**src/rtl/instr_encoder_loader_if.sv**
```systemverilog
// Field-bundle input handshake plus instruction-memory write port of the loader.
// master = bundle producer / memory side, slave = the encoder-loader itself.
interface instr_encoder_loader_if #(
  parameter int ADDR_W = 8
);
  logic              in_valid;
  logic              in_ready;
  logic [3:0]        in_cond;
  logic [1:0]        in_op;
  logic [5:0]        in_funct;
  logic [3:0]        in_rn;
  logic [3:0]        in_rd;
  logic [11:0]       in_src2;
  logic [23:0]       in_imm24;

  logic              mem_we;
  logic [ADDR_W-1:0] mem_addr;
  logic [31:0]       mem_wdata;

  modport master (
    output in_valid, in_cond, in_op, in_funct, in_rn, in_rd, in_src2, in_imm24,
    input  in_ready, mem_we, mem_addr, mem_wdata
  );

  modport slave (
    input  in_valid, in_cond, in_op, in_funct, in_rn, in_rd, in_src2, in_imm24,
    output in_ready, mem_we, mem_addr, mem_wdata
  );
endinterface

```
**src/rtl/instr_encoder_loader.sv**
```systemverilog
// Packs decoded instruction fields into 32-bit machine words and writes them to
// consecutive instruction-memory addresses; unsupported encodings become a NOP.
module instr_encoder_loader #(
  parameter int ADDR_W = 8
) (
  input  logic              clk,
  input  logic              rst_n,
  input  logic              start_i,
  input  logic [ADDR_W-1:0] base_addr_i,
  input  logic [ADDR_W:0]   num_instr_i,
  instr_encoder_loader_if.slave bus,
  output logic              busy_o,
  output logic              done_o,
  output logic              err_o,
  output logic [7:0]        err_count_o
);

  typedef enum logic [1:0] {
    S_IDLE,
    S_LOAD,
    S_WRITE,
    S_DONE
  } state_t;

  // AND R0,R0,R0 with cond=always: architecturally a no-op.
  localparam logic [31:0]       NOP_WORD  = 32'hE000_0000;
  localparam logic [ADDR_W-1:0] ADDR_ONE  = 1;
  localparam logic [ADDR_W:0]   CNT_ONE   = 1;
  localparam logic [ADDR_W:0]   CNT_ZERO  = '0;
  localparam logic [7:0]        ERR_MAX   = 8'hFF;
  localparam logic [7:0]        ERR_ONE   = 8'h01;

  state_t            state_q;
  logic [ADDR_W-1:0] addr_q;
  logic [ADDR_W:0]   remaining_q;
  logic              in_ready_q;
  logic              mem_we_q;
  logic [ADDR_W-1:0] mem_addr_q;
  logic [31:0]       mem_wdata_q;
  logic              busy_q;
  logic              done_q;
  logic              err_q;
  logic [7:0]        err_count_q;

  logic              cmd_legal_d;
  logic              legal_d;
  logic [31:0]       enc_word_d;
  logic [31:0]       word_d;
  logic              accept_d;

  always_comb begin
    cmd_legal_d = 1'b0;
    case (bus.in_funct[4:1])
      4'b0100, 4'b0010, 4'b0000, 4'b1100,
      4'b1101, 4'b0001, 4'b1111: cmd_legal_d = 1'b1;
      default:                   cmd_legal_d = 1'b0;
    endcase

    legal_d = 1'b0;
    case (bus.in_op)
      2'b00:   legal_d = cmd_legal_d;
      2'b01:   legal_d = 1'b1;
      2'b10:   legal_d = bus.in_funct[5];
      default: legal_d = 1'b0;
    endcase

    // Branches carry only the link/sub-op bits of funct ahead of the 24-bit offset.
    if (bus.in_op == 2'b10) begin
      enc_word_d = {bus.in_cond, 2'b10, bus.in_funct[5:4], bus.in_imm24};
    end else begin
      enc_word_d = {bus.in_cond, bus.in_op, bus.in_funct, bus.in_rn, bus.in_rd, bus.in_src2};
    end

    word_d   = legal_d ? enc_word_d : NOP_WORD;
    accept_d = bus.in_valid & in_ready_q;
  end

  always_ff @(posedge clk or negedge rst_n) begin
    if (!rst_n) begin
      state_q     <= S_IDLE;
      addr_q      <= '0;
      remaining_q <= '0;
      in_ready_q  <= 1'b0;
      mem_we_q    <= 1'b0;
      mem_addr_q  <= '0;
      mem_wdata_q <= '0;
      busy_q      <= 1'b0;
      done_q      <= 1'b0;
      err_q       <= 1'b0;
      err_count_q <= '0;
    end else begin
      done_q <= 1'b0;
      case (state_q)
        S_IDLE: begin
          if (start_i) begin
            err_q       <= 1'b0;
            err_count_q <= '0;
            if (num_instr_i != CNT_ZERO) begin
              addr_q      <= base_addr_i;
              remaining_q <= num_instr_i;
              in_ready_q  <= 1'b1;
              busy_q      <= 1'b1;
              state_q     <= S_LOAD;
            end else begin
              done_q  <= 1'b1;
              state_q <= S_DONE;
            end
          end
        end

        S_LOAD: begin
          if (accept_d) begin
            in_ready_q  <= 1'b0;
            mem_we_q    <= 1'b1;
            mem_addr_q  <= addr_q;
            mem_wdata_q <= word_d;
            if (!legal_d) begin
              err_q <= 1'b1;
              if (err_count_q != ERR_MAX) begin
                err_count_q <= err_count_q + ERR_ONE;
              end
            end
            state_q <= S_WRITE;
          end
        end

        S_WRITE: begin
          mem_we_q    <= 1'b0;
          addr_q      <= addr_q + ADDR_ONE;
          remaining_q <= remaining_q - CNT_ONE;
          if (remaining_q == CNT_ONE) begin
            busy_q  <= 1'b0;
            done_q  <= 1'b1;
            state_q <= S_DONE;
          end else begin
            in_ready_q <= 1'b1;
            state_q    <= S_LOAD;
          end
        end

        S_DONE: begin
          state_q <= S_IDLE;
        end

        default: begin
          state_q <= S_IDLE;
        end
      endcase
    end
  end

  assign bus.in_ready  = in_ready_q;
  assign bus.mem_we    = mem_we_q;
  assign bus.mem_addr  = mem_addr_q;
  assign bus.mem_wdata = mem_wdata_q;
  assign busy_o        = busy_q;
  assign done_o        = done_q;
  assign err_o         = err_q;
  assign err_count_o   = err_count_q;

endmodule

```
**src/flat_wrapper.sv**
```systemverilog
// flat-port wrapper written by rule: the top's interface ports become plain ports
module instr_encoder_loader_flat 
#(
  parameter int ADDR_W = 8
)
  (clk, rst_n, start_i, base_addr_i, num_instr_i, busy_o, done_o, err_o, err_count_o, bus_in_valid, bus_in_cond, bus_in_op, bus_in_funct, bus_in_rn, bus_in_rd, bus_in_src2, bus_in_imm24, bus_in_ready, bus_mem_we, bus_mem_addr, bus_mem_wdata);
  instr_encoder_loader_if #(.ADDR_W(ADDR_W)) bus_i ();
  input  logic clk;
  input  logic rst_n;
  input  logic start_i;
  input  logic [ADDR_W-1:0] base_addr_i;
  input  logic [ADDR_W:0] num_instr_i;
  output logic busy_o;
  output logic done_o;
  output logic err_o;
  output logic [7:0] err_count_o;
  input wire logic [$bits(bus_i.in_valid)-1:0] bus_in_valid;
  input wire logic [$bits(bus_i.in_cond)-1:0] bus_in_cond;
  input wire logic [$bits(bus_i.in_op)-1:0] bus_in_op;
  input wire logic [$bits(bus_i.in_funct)-1:0] bus_in_funct;
  input wire logic [$bits(bus_i.in_rn)-1:0] bus_in_rn;
  input wire logic [$bits(bus_i.in_rd)-1:0] bus_in_rd;
  input wire logic [$bits(bus_i.in_src2)-1:0] bus_in_src2;
  input wire logic [$bits(bus_i.in_imm24)-1:0] bus_in_imm24;
  output wire logic [$bits(bus_i.in_ready)-1:0] bus_in_ready;
  output wire logic [$bits(bus_i.mem_we)-1:0] bus_mem_we;
  output wire logic [$bits(bus_i.mem_addr)-1:0] bus_mem_addr;
  output wire logic [$bits(bus_i.mem_wdata)-1:0] bus_mem_wdata;
  assign bus_i.in_valid = bus_in_valid;
  assign bus_i.in_cond = bus_in_cond;
  assign bus_i.in_op = bus_in_op;
  assign bus_i.in_funct = bus_in_funct;
  assign bus_i.in_rn = bus_in_rn;
  assign bus_i.in_rd = bus_in_rd;
  assign bus_i.in_src2 = bus_in_src2;
  assign bus_i.in_imm24 = bus_in_imm24;
  assign bus_in_ready = bus_i.in_ready;
  assign bus_mem_we = bus_i.mem_we;
  assign bus_mem_addr = bus_i.mem_addr;
  assign bus_mem_wdata = bus_i.mem_wdata;
  instr_encoder_loader #(.ADDR_W(ADDR_W)) u_core (.clk(clk), .rst_n(rst_n), .start_i(start_i), .base_addr_i(base_addr_i), .num_instr_i(num_instr_i), .bus(bus_i), .busy_o(busy_o), .done_o(done_o), .err_o(err_o), .err_count_o(err_count_o));
endmodule
```
**config.mk**
```make
export PLATFORM = sky130hd
export DESIGN_NAME = instr_encoder_loader_flat
export DESIGN_NICKNAME = d
export VERILOG_FILES = /design/src/rtl/instr_encoder_loader_if.sv /design/src/rtl/instr_encoder_loader.sv /design/src/flat_wrapper.sv
export SDC_FILE = /design/constraint.sdc
export NUM_CORES = 1
export LEC_CHECK = 0
export BUFFER_PORTS_ARGS = -buffer_cell sky130_fd_sc_hd__buf_2
export CAP_MARGIN = 20
export CORE_ASPECT_RATIO = 1.25
export CORE_MARGIN = 1.5
export CORE_UTILIZATION = 54
export DETAILED_ROUTE_END_ITERATION = 16
export GPL_TIMING_DRIVEN = 0
export PLACE_DENSITY = 0.86
export SYNTH_ARGS = -nofsm -noshare
export SYNTH_HDL_FRONTEND = slang
export SYNTH_SLANG_ARGS = --single-unit
```
**constraint.sdc**
```tcl
create_clock -name clk -period 5.08 [get_ports clk]
set_clock_uncertainty 0.1 [all_clocks]
set_input_delay 0.762 -clock clk [delete_from_list [all_inputs] [get_ports clk]]
set_output_delay 0.762 -clock clk [all_outputs]
set_load 0.05 [all_outputs]
```
==> impl_metrics.tcl, run 1 <==
set metrics [dict create \
    status "completed" \
    syn-cell-area_um2 3590 \
    dr.pass1.iters 4 \
    ys_types 50 \
    maxCapViolations 0 \
    critical_path_depth 6 \
    ys_top_cells_by_area "dfrtp_1 (50%), nand2_1 (8.2%), o21ai_0 (7.2%)" \
    chipHeight_um 94.2 \
    synth_fp_nets 467 \
    grt_pass1_vias 3240 \
    yosysMostFrequentCell "nand2_1" \
    core_area_um2 6480 \
    antenna_left 0 \
    p_seq_share_pct 36.3 \
    synth_top_cell_area_share_pct 50.1 \
    area_growth_syn_to_layout_pct 26.1 \
    crit_chain "buf_2 -> nand2b_1 -> buf_2 -> clkbuf_1 -> mux2i_1 -> o21ai_0" \
    reg2reg_slack_ns 3.00 \
    setup_tns_ns 0 \
    rr_startpoint "u_core.state_q[1]" \
    htree_levels 3 \
    fp.dieArea_um2 7160 \
    power.density_nw_per_um2 588 \
    critical_path.endpoint "u_core.bus.mem_wdata[19]" \
    max_freq_ghz 0.474 \
    cp_slowest_stage_delay_ns 0.57 \
    gp_congestion 0.911 \
    fillers 536 \
    globalRouteOverflowTotal 0 \
    grt_setup_unrepaired "false" \
    antenna_found_initial 0 \
    grt_max_degree 73 \
    total_power_uw 2670 \
    routed_wl_um 9290 \
    crit_fanout 10 \
    synthFlopType "dfrtp_1" \
    postCtsHoldBufs 0 \
    hp-class "flop to flop" \
    worstPathArrival_ns 2.23 \
    yosysSeqAreaShare_pct 50.1 \
    clock_latency_ns 0.35 \
    crit_top_cell "buf_2" \
    finalHoldViolCount 0 \
    min_period_ns 2.11 \
    p_leak_uw 0.00235 \
    startpoint "bus_in_op[1]" \
    drc 0 \
    synth_top_area_cell "dfrtp_1" \
    slew_violations 0 \
    antennaDiodeCount 0 \
    post_cts_buffers 0 \
    end_kind "flop" \
    cts_tree "done" \
    layout-drive-gt1-share_pct 29.9 \
    cts_root_buffer "clkbuf_8" \
    p_sw_uw 1340 \
    setup_viol 0 \
    power_frac_comb_pct 48.1 \
    p_int_uw 1330 \
    path_class "input pin to flop" \
    cts_resized 0 \
    ys_ff_latch 72 \
    grt_usage_pct 26.9 \
    cts.clk_slew.worst_paths_ns 0.08 \
    avgSynthCellArea_um2 9.31 \
    max_slew_margin_pct 40.5 \
    peakVddDrop_uv 318 \
    timing.critical_path.buf_inv 3 \
    crit_path_top_delay_cell "clkbuf_1" \
    synth-edff-count 0 \
    initial_core_util_pct 55.5 \
    fp.dieW_um 76.0 \
    swShare_pct 50.2 \
    finalCritPeriodShare_pct 41.5 \
    cp_data_required_time_ns 5.20 \
    synthTopCellsByCount "nand2_1 (79), dfrtp_1 (72), o21ai_0 (52)" \
    hpwlAfterDp_um 6990 \
    yosys_warnings 0 \
    num-nets-final 607 \
    clkPwrFrac_pct 15.6 \
    cp-start-kind "input pin" \
    first_iter_violations 155 \
    critPathTopFamily "buffers and inverters" \
    r2r-end "u_core.remaining_q[1]" \
    io_buffers 129 \
    vias_per_cell 5.55 \
    grt_pass1_wl_um 15200 \
    tightest_slew_ns 0.893 \
    synthCells 386 \
    route.vias.total 3428 \
    rows 33 \
    ios 130 \
    clock_path_buffers 2 \
    reg2regPathDepth 6 \
    async_reset_ff_share_pct 100 \
    wl_per_cell_um 15.0 \
    numClockSinks 72 \
    cts-buffers-inserted 9 \
]
## per-stage QoR
stage / instances / setup slack [ns] / hold WS [ns] / utilization [%] / instance area, um2
finish: 618 / 2.97 / 0.374 / 69.9 / 4530
global route: 618 / 2.80 / 0.397 / 69.9 / 4530
CTS: 618 / 3.00 / 0.381 / 69.9 / 4530
detailed placement: 602 / 2.63 / 0.358 / 67.1 / 4350
global placement: 602 / 2.67 / 0.357 / 67.1 / 4350
floorplan: 386 / 2.84 / 0.355 / - / 3590
## worst reg2reg max path: stages, from the launching register on
cell and delay (ns):
dfrtp_1 0.45, nor2b_1 0.28, clkbuf_1 0.40, clkbuf_1 0.43
nand2_1 0.11, o211ai_1 0.09, o21ai_0 0.10
## flip-flops by register name (all words and copies together) (netlist names), 2 cells and up
register,count
u_core.addr_q,8
u_core.bus.mem_addr,8
u_core.remaining_q,9
u_core.bus.mem_wdata,32
u_core.err_count_o,8
u_core.state_q,2
## power groups by stage
| stage | logic (uW) | registers, uW | clock network, uW |
|---|---|---|---|
| floorplan | 457 | 1450 | 0 |
| global placement | 1250 | 964 | 0 |
| detailed placement | 1290 | 974 | 0 |
| CTS | 1290 | 963 | 422 |
| global route | 1380 | 1000 | 448 |
| finish | 1280 | 967 | 416 |
## kinds of logic (layout without fill, tap and decap cells)
kind of cell | after synthesis | in the layout | synth area share [%]
compound gates | 110 | 110 | 18.9
fa+ha+maj | 4 | 4 | 1.39
buf+inv | 28 | 173 | 3.31
flops | 72 | 72 | 50.1
mux | 24 | 24 | 6.68
simple gates | 148 | 148 | 19.6
## cells in the final DEF (no fill, tap or decap), types with 3 or more instances in the layout
cell / netlist / final
a21oi_1: 23 / 23
a31oi_1: 4 / 4
and3_1: 3 / 3
buf_2: 5 / 133
clkbuf_1: 15 / 15
clkbuf_8: 0 / 10
clkinvlp_4: 0 / 4
dfrtp_1: 72 / 72
ha_1: 4 / 4
inv_1: 7 / 7
mux2i_1: 24 / 24
nand2_1: 79 / 79
nand2b_1: 7 / 7
nand3_1: 12 / 12
nor2_1: 14 / 14
nor2b_1: 4 / 4
nor3_1: 8 / 8
nor4b_1: 3 / 3
o21ai_0: 52 / 52
o22a_1: 4 / 4
o31ai_1: 3 / 3
o41ai_1: 3 / 3
## final cells by class
| class | instances | area, um2 | share of cell area, % |
|---|---|---|---|
| repair buffers | 129 | 648 | 14.3 |
| clock inverters | 6 | 43.8 | 0.966 |
| plain buffers | 21 | 92.6 | 2.04 |
| clock buffers | 10 | 138 | 3.04 |
| multi-input cells | 286 | 1670 | 36.9 |
| inverters | 7 | 26.3 | 0.580 |
| well taps | 87 | 109 | 2.40 |
| flip-flops and latches | 72 | 1800 | 39.7 |
## worst min-delay path by stage
stage | startpoint | to | slack, ns | depth (start not counted)
4_1_cts | u_core.bus.mem_addr[6] | u_core.bus.mem_addr[6] | 0.38 | 2
3_3_place_gp | u_core.bus.mem_wdata[3] | u_core.bus.mem_wdata[3] | 0.36 | 2
5_1_grt | u_core.bus.mem_addr[0] | u_core.bus.mem_addr[0] | 0.40 | 2
3_5_place_dp | u_core.bus.mem_we | u_core.bus.mem_we | 0.36 | 2
6_report | u_core.bus.mem_addr[6] | u_core.bus.mem_addr[6] | 0.37 | 2
2_1_floorplan | u_core.addr_q[7] | u_core.bus.mem_addr[7] | 0.36 | 2
## per-layer routing
| metal | track usage (%) | wire length (um) | vias up |
|---|---|---|---|
| met4 | 9.72 | 145 | 0 |
| met5 | 0 | 0 | - |
| met2 | 48.4 | 4770 | 136 |
| met1 | 32.0 | 3820 | 1625 |
| met3 | 5.44 | 557 | 15 |
| li1 | - | - | 1652 |
(Power assumes the default switching activity.)
==> run 2: changes to the inputs <==
--- a/config.mk
+++ b/config.mk
@@ -9,10 +9,10 @@
 export CAP_MARGIN = 20
 export CORE_ASPECT_RATIO = 1.25
 export CORE_MARGIN = 1.5
-export CORE_UTILIZATION = 54
+export CORE_UTILIZATION = 45
 export DETAILED_ROUTE_END_ITERATION = 16
 export GPL_TIMING_DRIVEN = 0
-export PLACE_DENSITY = 0.86
+export PLACE_DENSITY = 0.76
 export SYNTH_ARGS = -nofsm -noshare
 export SYNTH_HDL_FRONTEND = slang
 export SYNTH_SLANG_ARGS = --single-unit
==> constraint.sdc (replaced) <==
create_clock -name clk -period 1.89 [get_ports clk]
set_clock_uncertainty 0.1 [all_clocks]
set_input_delay 0.2835 -clock clk [delete_from_list [all_inputs] [get_ports clk]]
set_output_delay 0.2835 -clock clk [all_outputs]
set_load 0.05 [all_outputs]
==> run 2 against run 1 <==
Against the previous run: total power rose to 2.8 times the previous value; worst hold slack worse by 0.33 ns; die area rose by 19%; final area up 3.1%; final cell count grew 2.1%; combinational power grew to 2.8 times the previous value; global-route usage down 4.6 points; setup slack got worse by 3.0 ns; via count rose by 0.23%; count of clock-buffer cells in the layout stayed put; highest routed layer unchanged.
==> impl_metrics.tcl, run 2 (synthesis results as in run 1) <==
set metrics [dict create \
    cp-start-kind "flop" \
    grt_pass1_vias 3133 \
    power.density_nw_per_um2 1590 \
    largest_register_ff_count 32 \
    wl_per_cell_um 15.1 \
    htree_levels 3 \
    fp.dieArea_um2 8540 \
    hp-class "input pin to flop" \
    vias_per_cell 5.45 \
    critPathTopFamily "compound AO/OA/AOI/OAI gates" \
    placed_cell_area_um2 4370 \
    tightest_slew_ns 0.899 \
    cts_root_buffer "clkbuf_8" \
    max_freq_ghz 0.530 \
    peakVddDrop_uv 792 \
    clock_latency_ns 0.34 \
    area_growth_syn_to_layout_pct 30.0 \
    slew_violations 0 \
    layout_setup_ws_ns 0.00307 \
    crit_fanout 6 \
    crit_chain "and2b_2 -> nand2_4 -> o31a_4 -> or2_4 -> a211o_1" \
    timing.hold.ws_ns 0.0416 \
    ios 130 \
    cp_slowest_stage_delay_ns 0.44 \
    antenna_left 0 \
    io_buffers 129 \
    clock_path_buffers 2 \
    cts_tree "done" \
    cp_data_required_time_ns 2.02 \
    fp.dieW_um 82.9 \
    antenna_found_initial 0 \
    gp_congestion 0.981 \
    globalRouteOverflowTotal 0 \
    p_leak_uw 0.00243 \
    end_kind "flop" \
    stdcell_count 631 \
    numClockSinks 72 \
    finalHoldViolCount 0 \
    status "completed" \
    cts.clk_slew.worst_paths_ns 0.08 \
    utilization_pct 60.0 \
    antennaDiodeCount 0 \
    min_period_ns 1.89 \
    grt_usage_pct 22.3 \
    grt_setup_unrepaired "true" \
    drc 0 \
    rows 36 \
    max_slew_margin_pct 40.1 \
    grt_pass1_wl_um 15100 \
    final_common_cell "buf_2" \
    hpwlAfterDp_um 7020 \
    route.vias.total 3436 \
    crit_path_top_delay_cell "dfrtp_2" \
    cts-buffers-inserted 9 \
    timing.critical_path.buf_inv 0 \
    first_iter_violations 234 \
    chipHeight_um 103 \
    maxCapViolations 0 \
    initial_core_util_pct 46.1 \
    finalCritPeriodShare_pct 99.8 \
    path_class "flop to flop" \
    core_area_um2 7790 \
    routed_wl_um 9530 \
    dr.pass1.iters 4 \
    final_area_um2 4670 \
    layout-drive-gt1-share_pct 34.0 \
    mostFrequentLayoutCells "buf_2 (132), nand2_1 (79), dfrtp_1 (69)" \
    worstPathArrival_ns 2.01 \
    setup_viol 0 \
    grt_max_degree 73 \
    num-nets-final 612 \
    place_inst 610 \
    place_ws_ns -0.140 \
]
[run 2: layer usage]
layer	vias to the layer above	global-route usage (%)	routed length (um)
met5	-	0	0
met4	0	8.08	93
met3	9	4.80	530
met2	124	40.0	5030
met1	1641	26.7	3880
li1	1662	-	-
[run 2: area by class of cell]
class                   instances  area [um2]
clock buffers                  10         138
well taps                      95         119
clock inverters                 6        67.6
repair buffers                136         703
inverters                       7        26.3
fillers                       700        3120
multi-input cells             286        1720
plain buffers                  19        95.1
flip-flops and latches         72        1810
[run 2: path summary, 6_finish.rpt]
check	to	startpoint	depth (start not counted)	slack, ns
worst max-delay path	u_core.err_count_o[2]	u_core.state_q[1]	5	0.003
worst max register to register	u_core.err_count_o[2]	u_core.state_q[1]	5	0.003
worst min-delay path	u_core.bus.mem_wdata[29]	bus_in_cond[1]	2	0.04
worst min register to register	u_core.bus.mem_addr[3]	u_core.bus.mem_addr[3]	2	0.37
min in group asynchronous	u_core.bus.mem_wdata[24]	rst_n	2	0.51
max in group asynchronous	u_core.bus.in_ready	rst_n	2	0.55
[run 2: repair_timing]
action,in CTS,in global routing
resized for setup,3,20
pin swaps,1,2
hold endpoints to repair,45,0
hold buffers,1,0
setup buffers,4,2
endpoints found under the setup margin,16,54
[run 2: metrics by stage]
| step | TNS [ns] | power (uW) |
|---|---|---|
| 2_1_floorplan | 0 | 5120 |
| 3_5_place_dp | -2.82 | 6090 |
| 3_3_place_gp | -1.70 | 5980 |
| 5_1_grt | -0.113 | 7910 |
| 6_report | 0 | 7430 |
| 4_1_cts | 0 | 7370 |
[run 2: report_power, final]
| group | total (uW) | leakage (uW) | internal, uW | switching, uW |
|---|---|---|---|---|
| sequential | 2640 | 0.000888 | 2120 | 515 |
| clock | 1240 | 0.0000989 | 649 | 590 |
| combinational | 3550 | 0.00144 | 1020 | 2540 |
==> run 3: changes to the inputs <==
==> constraint.sdc (replaced) <==
create_clock -name clk -period 1.65 [get_ports clk]
set_clock_uncertainty 0.1 [all_clocks]
set_input_delay 0.2475 -clock clk [delete_from_list [all_inputs] [get_ports clk]]
set_output_delay 0.2475 -clock clk [all_outputs]
set_load 0.05 [all_outputs]
==> run 3 against run 2 <==
Against the previous run: the flow now finishes with violations (setup timing); non-clock buffer count rose by 11; register-to-register slack got worse by 0.11 ns; sequential power rose by 16%; total power rose by 22%; final area rose by 7.1%; setup slack got worse by 0.11 ns; routed wire length rose by 1.3%; via count rose by 1.3%; clock power rose by 32%; largest cell class is now multi-input combinational cells.
==> impl_metrics.tcl, run 3 (synthesis results as in run 1) <==
set metrics [dict create \
    cp_data_required_time_ns 1.77 \
    crit_path_top_delay_cell "dfrtp_2" \
    antenna_left 0 \
    violations "setup timing" \
    place_inst 611 \
    power.density_nw_per_um2 1810 \
    timing.critical_path.buf_inv 0 \
    end_kind "flop" \
    max_freq_ghz 0.568 \
    num-nets-final 623 \
    hp-start "bus_in_cond[2]" \
    htree_levels 3 \
    chipHeight_um 103 \
    cts-buffers-inserted 9 \
    critical_path_depth 5 \
    grt_pass1_vias 3224 \
    dr.pass1.iters 4 \
    setup_viol 9 \
    globalRouteOverflowTotal 0 \
    hp-class "input pin to flop" \
    reg2regPathDepth 5 \
    placed_cell_area_um2 4420 \
    tightest_slew_ns 0.678 \
    critPathTopFamily "simple AND/OR/NAND/NOR gates" \
    mostFrequentLayoutCells "buf_2 (129), nand2_1 (79), dfrtp_1 (59)" \
    hpwlAfterDp_um 6880 \
    cp_slowest_stage_delay_ns 0.44 \
    core_area_um2 7790 \
    vias_per_cell 5.43 \
    wl_per_cell_um 15.1 \
    first_iter_violations 215 \
    grt_usage_pct 22.0 \
    io_buffers 129 \
    crit_fanout 6 \
    clock_path_buffers 2 \
    cts.clk_slew.worst_paths_ns 0.08 \
    reg2reg_slack_ns -0.11 \
    place_ws_ns -0.404 \
    finalHoldViolCount 0 \
    max_slew_margin_pct 54.8 \
    slew_violations 0 \
    worstHoldPathCells 2 \
    grt_pass1_wl_um 15200 \
    grt_setup_unrepaired "true" \
    fillers 651 \
    antenna_found_initial 0 \
    p_leak_uw 0.00254 \
    gp_congestion 0.965 \
    ios 130 \
    antennaDiodeCount 0 \
    stdcell_count 641 \
    peakVddDrop_uv 990 \
    area_growth_syn_to_layout_pct 39.3 \
    clock_latency_ns 0.34 \
    fp.dieW_um 82.9 \
    min_period_ns 1.76 \
    rr_startpoint "u_core.state_q[1]" \
    path_class "flop to flop" \
    final_common_cell "buf_2" \
    rows 36 \
    drc 0 \
    routed_wl_um 9650 \
    initial_core_util_pct 46.1 \
    finalCritPeriodShare_pct 107 \
    multi_input_area_um2 1860 \
    cp-start-kind "flop" \
    cts_root_buffer "clkbuf_8" \
    worstPathArrival_ns 1.88 \
    r2r-end "u_core.err_count_o[6]" \
    holdPathEnd "u_core.bus.mem_wdata[30]" \
    layout_setup_ws_ns -0.110 \
    fp.dieArea_um2 8540 \
    crit_chain "and2b_2 -> nand2_4 -> o31a_4 -> or2_4 -> a211o_1" \
    cts_tree "done" \
    numClockSinks 72 \
    largest_register_ff_count 32 \
    layout-drive-gt1-share_pct 41.4 \
    route.vias.total 3482 \
    status "finished with violations" \
    grt_max_degree 73 \
    final_area_um2 5010 \
    maxCapViolations 0 \
    seqCellArea_um2 1820 \
]
[run 3: changes by cell type in the layout (fill, tap and decap cells not counted), sizes merged]
cell      delta
buf         +15
clkinvlp     -2
clkinv       +1
clkbuf       -5
bufinv       +2
inv          -1
[run 3: worst max-delay path by stage]
stage                                        to                start  slack [ns]
after global placement    u_core.remaining_q[1]    u_core.state_q[1]       -0.38
after CTS                 u_core.err_count_o[6]    u_core.state_q[1]       -0.12
after global routing      u_core.err_count_o[6]    u_core.state_q[1]       -0.17
final                     u_core.err_count_o[6]    u_core.state_q[1]       -0.11
after detailed placement  u_core.remaining_q[2]    u_core.state_q[1]       -0.40
after floorplan           u_core.err_count_o[6]  u_core.bus.in_ready       -0.11
[run 3: layout make-up]
| class | instances | share of cell area, % |
|---|---|---|
| timing repair buffer | 147 | 16.3 |
| inverter | 7 | 0.525 |
| clock buffer | 9 | 2.47 |
| clock inverter | 6 | 2.17 |
| multi-input combinational | 286 | 37.2 |
| tap | 95 | 2.37 |
| buffer | 19 | 2.60 |
| sequential | 72 | 36.3 |
[run 3: per-layer routing]
layer | vias to the layer above | share of wire (%) | GRT usage (%) | wire (um)
met1 | 1648 | 41 | 26.9 | 4000
met2 | 135 | 51 | 37.4 | 4890
li1 | 1685 | - | - | -
met3 | 14 | 6.4 | 5.04 | 615
met4 | 0 | 1.5 | 10.0 | 149
met5 | - | 0 | 0 | 0
[run 3: metrics by stage]
step,hold slack [ns],TNS (ns),total power [uW],util (%)
finish,0.0171,-0.403,9070,64.3
global route,0.00996,-2.97,9630,64.3
CTS,0.00462,-2.34,8770,61.1
detailed placement,0.189,-13.90,6970,56.7
global placement,0.359,-27.30,6870,56.3
floorplan,-0.148,-0.392,5880,-
[run 3: repair_timing]
item	CTS	global route
hold endpoints to repair	72	0
resized for setup	25	55
gates cloned	0	1
pin swaps	5	0
setup endpoints to repair	66	59
hold buffers	1	0
setup buffers	3	12
[run 3: power by group]
group | internal [uW] | total, uW | switching, uW
Combinational | 1350 | 4380 | 3040
Sequential | 2440 | 3050 | 604
Clock | 993 | 1640 | 651
